===== config.mk =====
export PLATFORM = sky130hd
export DESIGN_NAME = instruction_fetch
export DESIGN_NICKNAME = d
export VERILOG_FILES = /design/src/rtl/constants_pkg.sv /design/src/rtl/instruction_fetch.sv
export SDC_FILE = /design/constraint.sdc
export NUM_CORES = 1
export LEC_CHECK = 0
export BUFFER_PORTS_ARGS = -buffer_cell sky130_fd_sc_hd__buf_4
export CAP_MARGIN = 20
export CORE_ASPECT_RATIO = 0.5
export CORE_MARGIN = 4
export CORE_UTILIZATION = 31
export CTS_CLUSTER_SIZE = 28
export DETAILED_ROUTE_END_ITERATION = 7
export PLACE_DENSITY_LB_ADDON = 0.3
export SLEW_MARGIN = 20
export SYNTH_ARGS = -nofsm -noshare
export SYNTH_HDL_FRONTEND = slang
export SYNTH_SLANG_ARGS = --single-unit

===== constraint.sdc =====
create_clock -name clk -period 2 [get_ports clk]
set_input_delay 0.3 -clock clk [delete_from_list [all_inputs] [get_ports clk]]
set_output_delay 0.3 -clock clk [all_outputs]
set_load 0.1 [all_outputs]

===== src/rtl/constants_pkg.sv =====
// Shared widths and the fetch FSM state encoding for the instruction fetch path.
package constants_pkg;

  localparam int MEMORY_ADDRESS_BITS      = 8;
  localparam int MEMORY_DATA_BITS         = 8;
  localparam int INSTRUCTION_POINTER_BITS = 8;
  localparam int INSTRUCTION_BITS         = 16;

  typedef enum logic [1:0] {
    FETCH_HI,
    FETCH_LO,
    CAPTURE_LO,
    HOLD
  } fetch_state_t;

endpackage


===== src/rtl/instruction_fetch.sv =====
// Fetches 16-bit big-endian instructions as two byte reads from a 1-cycle-latency ram
// and presents them to the execution stage with a valid/ready handshake and redirect.
module instruction_fetch
  import constants_pkg::*;
#(
  parameter logic [INSTRUCTION_POINTER_BITS-1:0] RESET_VECTOR = 8'h00
) (
  input  logic                                clk,
  input  logic                                reset,
  output logic [MEMORY_ADDRESS_BITS-1:0]      mem_address,
  output logic                                mem_read_en,
  input  logic [MEMORY_DATA_BITS-1:0]         mem_data_in,
  output logic [INSTRUCTION_BITS-1:0]         instr,
  output logic [INSTRUCTION_POINTER_BITS-1:0] instr_pc,
  output logic                                instr_valid,
  input  logic                                instr_ready,
  input  logic                                redirect_en,
  input  logic [INSTRUCTION_POINTER_BITS-1:0] redirect_target
);

  localparam logic [INSTRUCTION_POINTER_BITS-1:0] IP_ONE = INSTRUCTION_POINTER_BITS'(1);
  localparam logic [INSTRUCTION_POINTER_BITS-1:0] IP_TWO = INSTRUCTION_POINTER_BITS'(2);

  fetch_state_t                          state_reg;
  logic [INSTRUCTION_POINTER_BITS-1:0]   ip_reg;
  logic [MEMORY_DATA_BITS-1:0]           instr_buf_hi_reg;

  // Address always tracks ip; the strobe is held off while reset is asserted.
  assign mem_address = MEMORY_ADDRESS_BITS'(ip_reg);
  assign mem_read_en = !reset && (state_reg == FETCH_HI || state_reg == FETCH_LO);

  always_ff @(posedge clk) begin
    if (reset) begin
      state_reg        <= FETCH_HI;
      ip_reg           <= RESET_VECTOR;
      instr            <= '0;
      instr_pc         <= '0;
      instr_buf_hi_reg <= '0;
      instr_valid      <= 1'b0;
    end else if (redirect_en) begin
      // Redirect wins over a simultaneous handshake; any in-flight byte is dropped.
      state_reg   <= FETCH_HI;
      ip_reg      <= redirect_target;
      instr_valid <= 1'b0;
    end else begin
      case (state_reg)
        FETCH_HI: begin
          ip_reg    <= ip_reg + IP_ONE;
          state_reg <= FETCH_LO;
        end
        FETCH_LO: begin
          instr_buf_hi_reg <= mem_data_in;
          ip_reg           <= ip_reg + IP_ONE;
          state_reg        <= CAPTURE_LO;
        end
        CAPTURE_LO: begin
          instr       <= {instr_buf_hi_reg, mem_data_in};
          instr_pc    <= ip_reg - IP_TWO;
          instr_valid <= 1'b1;
          state_reg   <= HOLD;
        end
        HOLD: begin
          if (instr_valid && instr_ready) begin
            instr_valid <= 1'b0;
            state_reg   <= FETCH_HI;
          end
        end
        default: state_reg <= FETCH_HI;
      endcase
    end
  end

endmodule

# == Yosys cells after proc, flatten, opt, wreduce, memory -nomap -nowiden ==
# Index checks and enable logic that the tools add are counted.
# totals
regBits,43
inputBits,20
output_inout_bits,34
word_cells,31
# op_classes
add_sub_neg,2
eq_ne,4
n_mux,6
bitwise_logic,1
reduce_logical,12
# op_table
operator,n
$mux W8,2
$add A8 B1 Y8 const B,1
$pmux W2 S4,1
$sub A8 B2 Y8 const B,1
$reduce_and A2 Y1,3
$eq A2 B2 Y1 const B,2
$reduce_bool A2 Y1,2
$reduce_or A2 Y1,2
$eq A2 B1 Y1 const B,1
$logic_and A1 B1 Y1,2
$logic_not A2 Y1,1
$mux W2,1
$ne A2 B2 Y1 const B,1
$pmux W1 S2,1
$logic_not A1 Y1,1
$logic_or A1 B1 Y1,1
$mux W1,1
$not A1 Y1,1

# == Longest topological paths before layout ==
# depth
depth_word,4
depth_mapped,7

# == Least setup slack after synthesis ==
# Ideal clock, no wire load.
# synth_path
path_type,register -> output
from,register state_reg[0]
to,output mem_read_en
t_arrival_ps,1968
required_time_ps,1700
slack_ps,-268
stages_incl_launch_ff,5
n_path_buf,0
cell_sequence,dfxtp_1 -> inv_1 -> ha_1 -> nor2_1 -> nor2_1
# synth_between
elab_chain_cells,3
elab_cells_between_ends,4
cone_classes,eq/ne (1); reduce/logical (3)
# synth_rtl
item,line_no,text
start: declaration,instruction_fetch.sv:24,fetch_state_t state_reg;
start signal: assignment,instruction_fetch.sv:34,state_reg <= FETCH_HI;
start signal: assignment,instruction_fetch.sv:42,state_reg <= FETCH_HI;
start signal: assignment,instruction_fetch.sv:49,state_reg <= FETCH_LO;
$eq A2 B1 Y1 / $logic_not A2 Y1 (equally long branches),instruction_fetch.sv:30,assign mem_read_en = !reset && (state_reg == FETCH_HI || state_reg == FETCH_LO);
$logic_or A1 B1 Y1 (*),instruction_fetch.sv:30,
$logic_and A1 B1 Y1 (*),instruction_fetch.sv:30,
end: declaration,instruction_fetch.sv:11,"output logic mem_read_en,"
# Every way passes the cells marked *; elsewhere a longest branch is shown, timed or not.

# == Final worst setup path ==
# Same ends and word-level chain as after synthesis.

==> results.sh <==
export IMPL_status="completed"
export IMPL_synth_top_cell_area_share=0.4716
export IMPL_worstHoldPathType="in -> reg"
export IMPL_dr_pass1_iters=4
export IMPL_fp_coreArea_mm2=0.005587
export IMPL_synthesis_area_mm2=0.001826
export IMPL_top_register="instr"
export IMPL_synth_edf_count=0
export IMPL_final_max_slew_violation_count=0
export IMPL_cts_setup_buffers=0
export IMPL_diodes=0
export IMPL_setup_ws_ns=0.1832
export IMPL_dpl_cell_area_mm2=0.002280
export IMPL_clk_pin_slew_ns=0.06
export IMPL_ys_seq_elements=43
export IMPL_synth_area_leaders="dfxtp_1, nand2_1, a21oi_1"
export IMPL_crit_path_start_kind="flip-flop"
export IMPL_required_ns=1.70
export IMPL_cts_buffers=5
export IMPL_drt_iter0_drc=66
export IMPL_hold_depth=3
export IMPL_avgSynthCellArea_um2=8.150
export IMPL_finalHoldViolations=0
export IMPL_setup_viol=0
export IMPL_final_area_mm2=0.002451
export IMPL_routed_wl_um=4523
export IMPL_fin_skew_ns=0.004760
export IMPL_crit_chain="inv_1 > ha_1 > nor2_1 > nor2_2 > buf_4"
export IMPL_worst_setup_path_type="reg -> out"
export IMPL_yosysTopAreaCell="dfxtp_1"
export IMPL_clockRootBuffer="clkbuf_16"
export IMPL_timing_final_crit_share=0.9084
export IMPL_fillers=557
export IMPL_ys_seq_area_frac=0.4716
export IMPL_clock_sinks=43
export IMPL_vias_per_cell=4.870
export IMPL_slew_headroom=0.6867
export IMPL_post_cts_resized=0
export IMPL_place_congestion=0.7415
export IMPL_drive_gt1_frac=0.2647
export IMPL_p_leak_uw=0.0009495
export IMPL_hold_buffers=0
export IMPL_cpPeakStageDelay_ns=0.33
export IMPL_vias=1680
export IMPL_dp_hpwl_um=3216
export IMPL_largest_register_ffs=16
export IMPL_place_worst_setup_slack_ns=0.2730
export IMPL_synth_nets=251
export IMPL_cp_arrival_ns=1.52
export IMPL_grt_pass1_wl_um=7396
export IMPL_row_count=19
export IMPL_die_width_um=116.5
export IMPL_fmax_mhz=550.4
export IMPL_ant_nets=0
export IMPL_clk_path_buf_depth=2
export IMPL_cts_max_level=2
export IMPL_grt_remaining_overflow=0
export IMPL_die_area_mm2=0.007255
export IMPL_clk_latency_ns=0.28
export IMPL_antenna_found_initial=0
export IMPL_portBuffers=53
export IMPL_tightest_slew_ns=0.4700
export IMPL_grt_start_max_net_pins=45
export IMPL_fin_crit_ns=1.817
export IMPL_start_util=0.3268
export IMPL_cap_violations=0
export IMPL_grt_pass1_vias=1609
export IMPL_io_pins=54
export IMPL_end_kind="output pin"
export IMPL_setup_tns_ns=0
export IMPL_wl_per_cell_um=13.11
export IMPL_drc=0
export IMPL_p_per_area_mw_per_mm2=895.1
export IMPL_peakVddDrop_v=0.0005115
export IMPL_path_max_fanout=8
export IMPL_tritoncts="built"
export IMPL_syn_inst=224
export IMPL_grtUsageTotal=0.1259
export IMPL_syn_to_final_growth_pct=34.27
export IMPL_reg2reg_depth=5
export IMPL_yosys_warnings=0
export IMPL_crit_slowest_cell="dfxtp_1"
export IMPL_synth_main_ff_cell="dfxtp_1"
export IMPL_fin_nets=298
export IMPL_rsz0062_at_grt="false"
export IMPL_yosys_cell_types_count=31
export IMPL_async_flop_share=0
export IMPL_die_y_um=62.26
synthesized netlist by cell type (2+ instances only):
library cell	instances
a21oi_1	29
dfxtp_1	43
nand2_1	56
nand3_1	2
o31a_1	2
nor3_1	4
nor2b_1	3
ha_1	7
or3_1	4
inv_1	6
clkbuf_1	14
xnor2_1	4
nand2b_1	3
a211oi_1	7
xor2_1	2
o21ai_0	6
nor2_1	14
a311oi_1	5
worst max-delay path, delay by kind of cell, from the launching register on:
family	cells	cell delay, ns
simple gates	2	0.20
flops	1	0.33
buf+inv	2	0.40
fa+ha+maj	1	0.31
area by class of cell:
type,instances,area [um2],share of cell area
clock inverter,3,46.29,0.01889
inverter,6,22.52,0.009188
tap,73,91.34,0.03726
timing repair buffer,56,420.4,0.1715
clock buffer,5,125.1,0.05105
multi-input combinational,159,878.3,0.3583
sequential,43,867.1,0.3538
worst paths after layout:
path	start	endpoint	slack [ns]
max	state_reg[0]	mem_read_en	0.18
min	redirect_target[0]	mem_address[0]	0.27
max reg2reg	state_reg[0]	mem_address[5]	0.23
min reg2reg	instr_buf_hi_reg[4]	instr[12]	0.45
through the flow:
stage | util | cells | power (uW) | hold slack, ns
3_3_place_gp | 0.4081 | 337 | 1278 | 0.4458
2_1_floorplan | - | 224 | 1192 | 0.4322
5_1_grt | 0.4387 | 345 | 2288 | 0.2737
6_report | 0.4387 | 345 | 2194 | 0.2684
4_1_cts | 0.4387 | 345 | 2226 | 0.2658
3_5_place_dp | 0.4081 | 337 | 1284 | 0.4458
layout by cell type (no fill, tap or decap), types with 3 or more instances in the layout:
cell type / count
a211oi_1: 7
a21oi_1: 29
a311oi_1: 5
buf_4: 56
clkbuf_16: 5
dfxtp_1: 38
dfxtp_2: 5
ha_1: 7
inv_1: 6
nand2_1: 56
nand2b_1: 3
nor2_1: 13
nor3_1: 4
o21ai_0: 6
or3_1: 4
xnor2_1: 4
routing by layer:
metal	vias to the layer above	GRT usage	share of wire
met5	-	0	0
met1	788	0.1593	0.46
met2	38	0.2101	0.48
met3	2	0.03686	0.056
met4	0	0.03039	0.0055
li1	852	-	-
logic make-up after synthesis:
| group | share of synthesized area |
|---|---|
| DFF | 0.4716 |
| muxes | 0.005483 |
| xor gates and xnor gates | 0.02879 |
| AOI/OAI and AO/OA | 0.1803 |
| and+or+nand+nor | 0.2159 |
| adders and majority gates | 0.04798 |
| buffers and inverters | 0.05003 |
where the power goes:
group	switching [uW]	leakage (uW)	internal, uW
clock	337	0.0000804	593
sequential	34.4	0.000351	884
combinational	242	0.000518	103
total	614	0.000949	1580
Power figures use the tool's default switching activity.
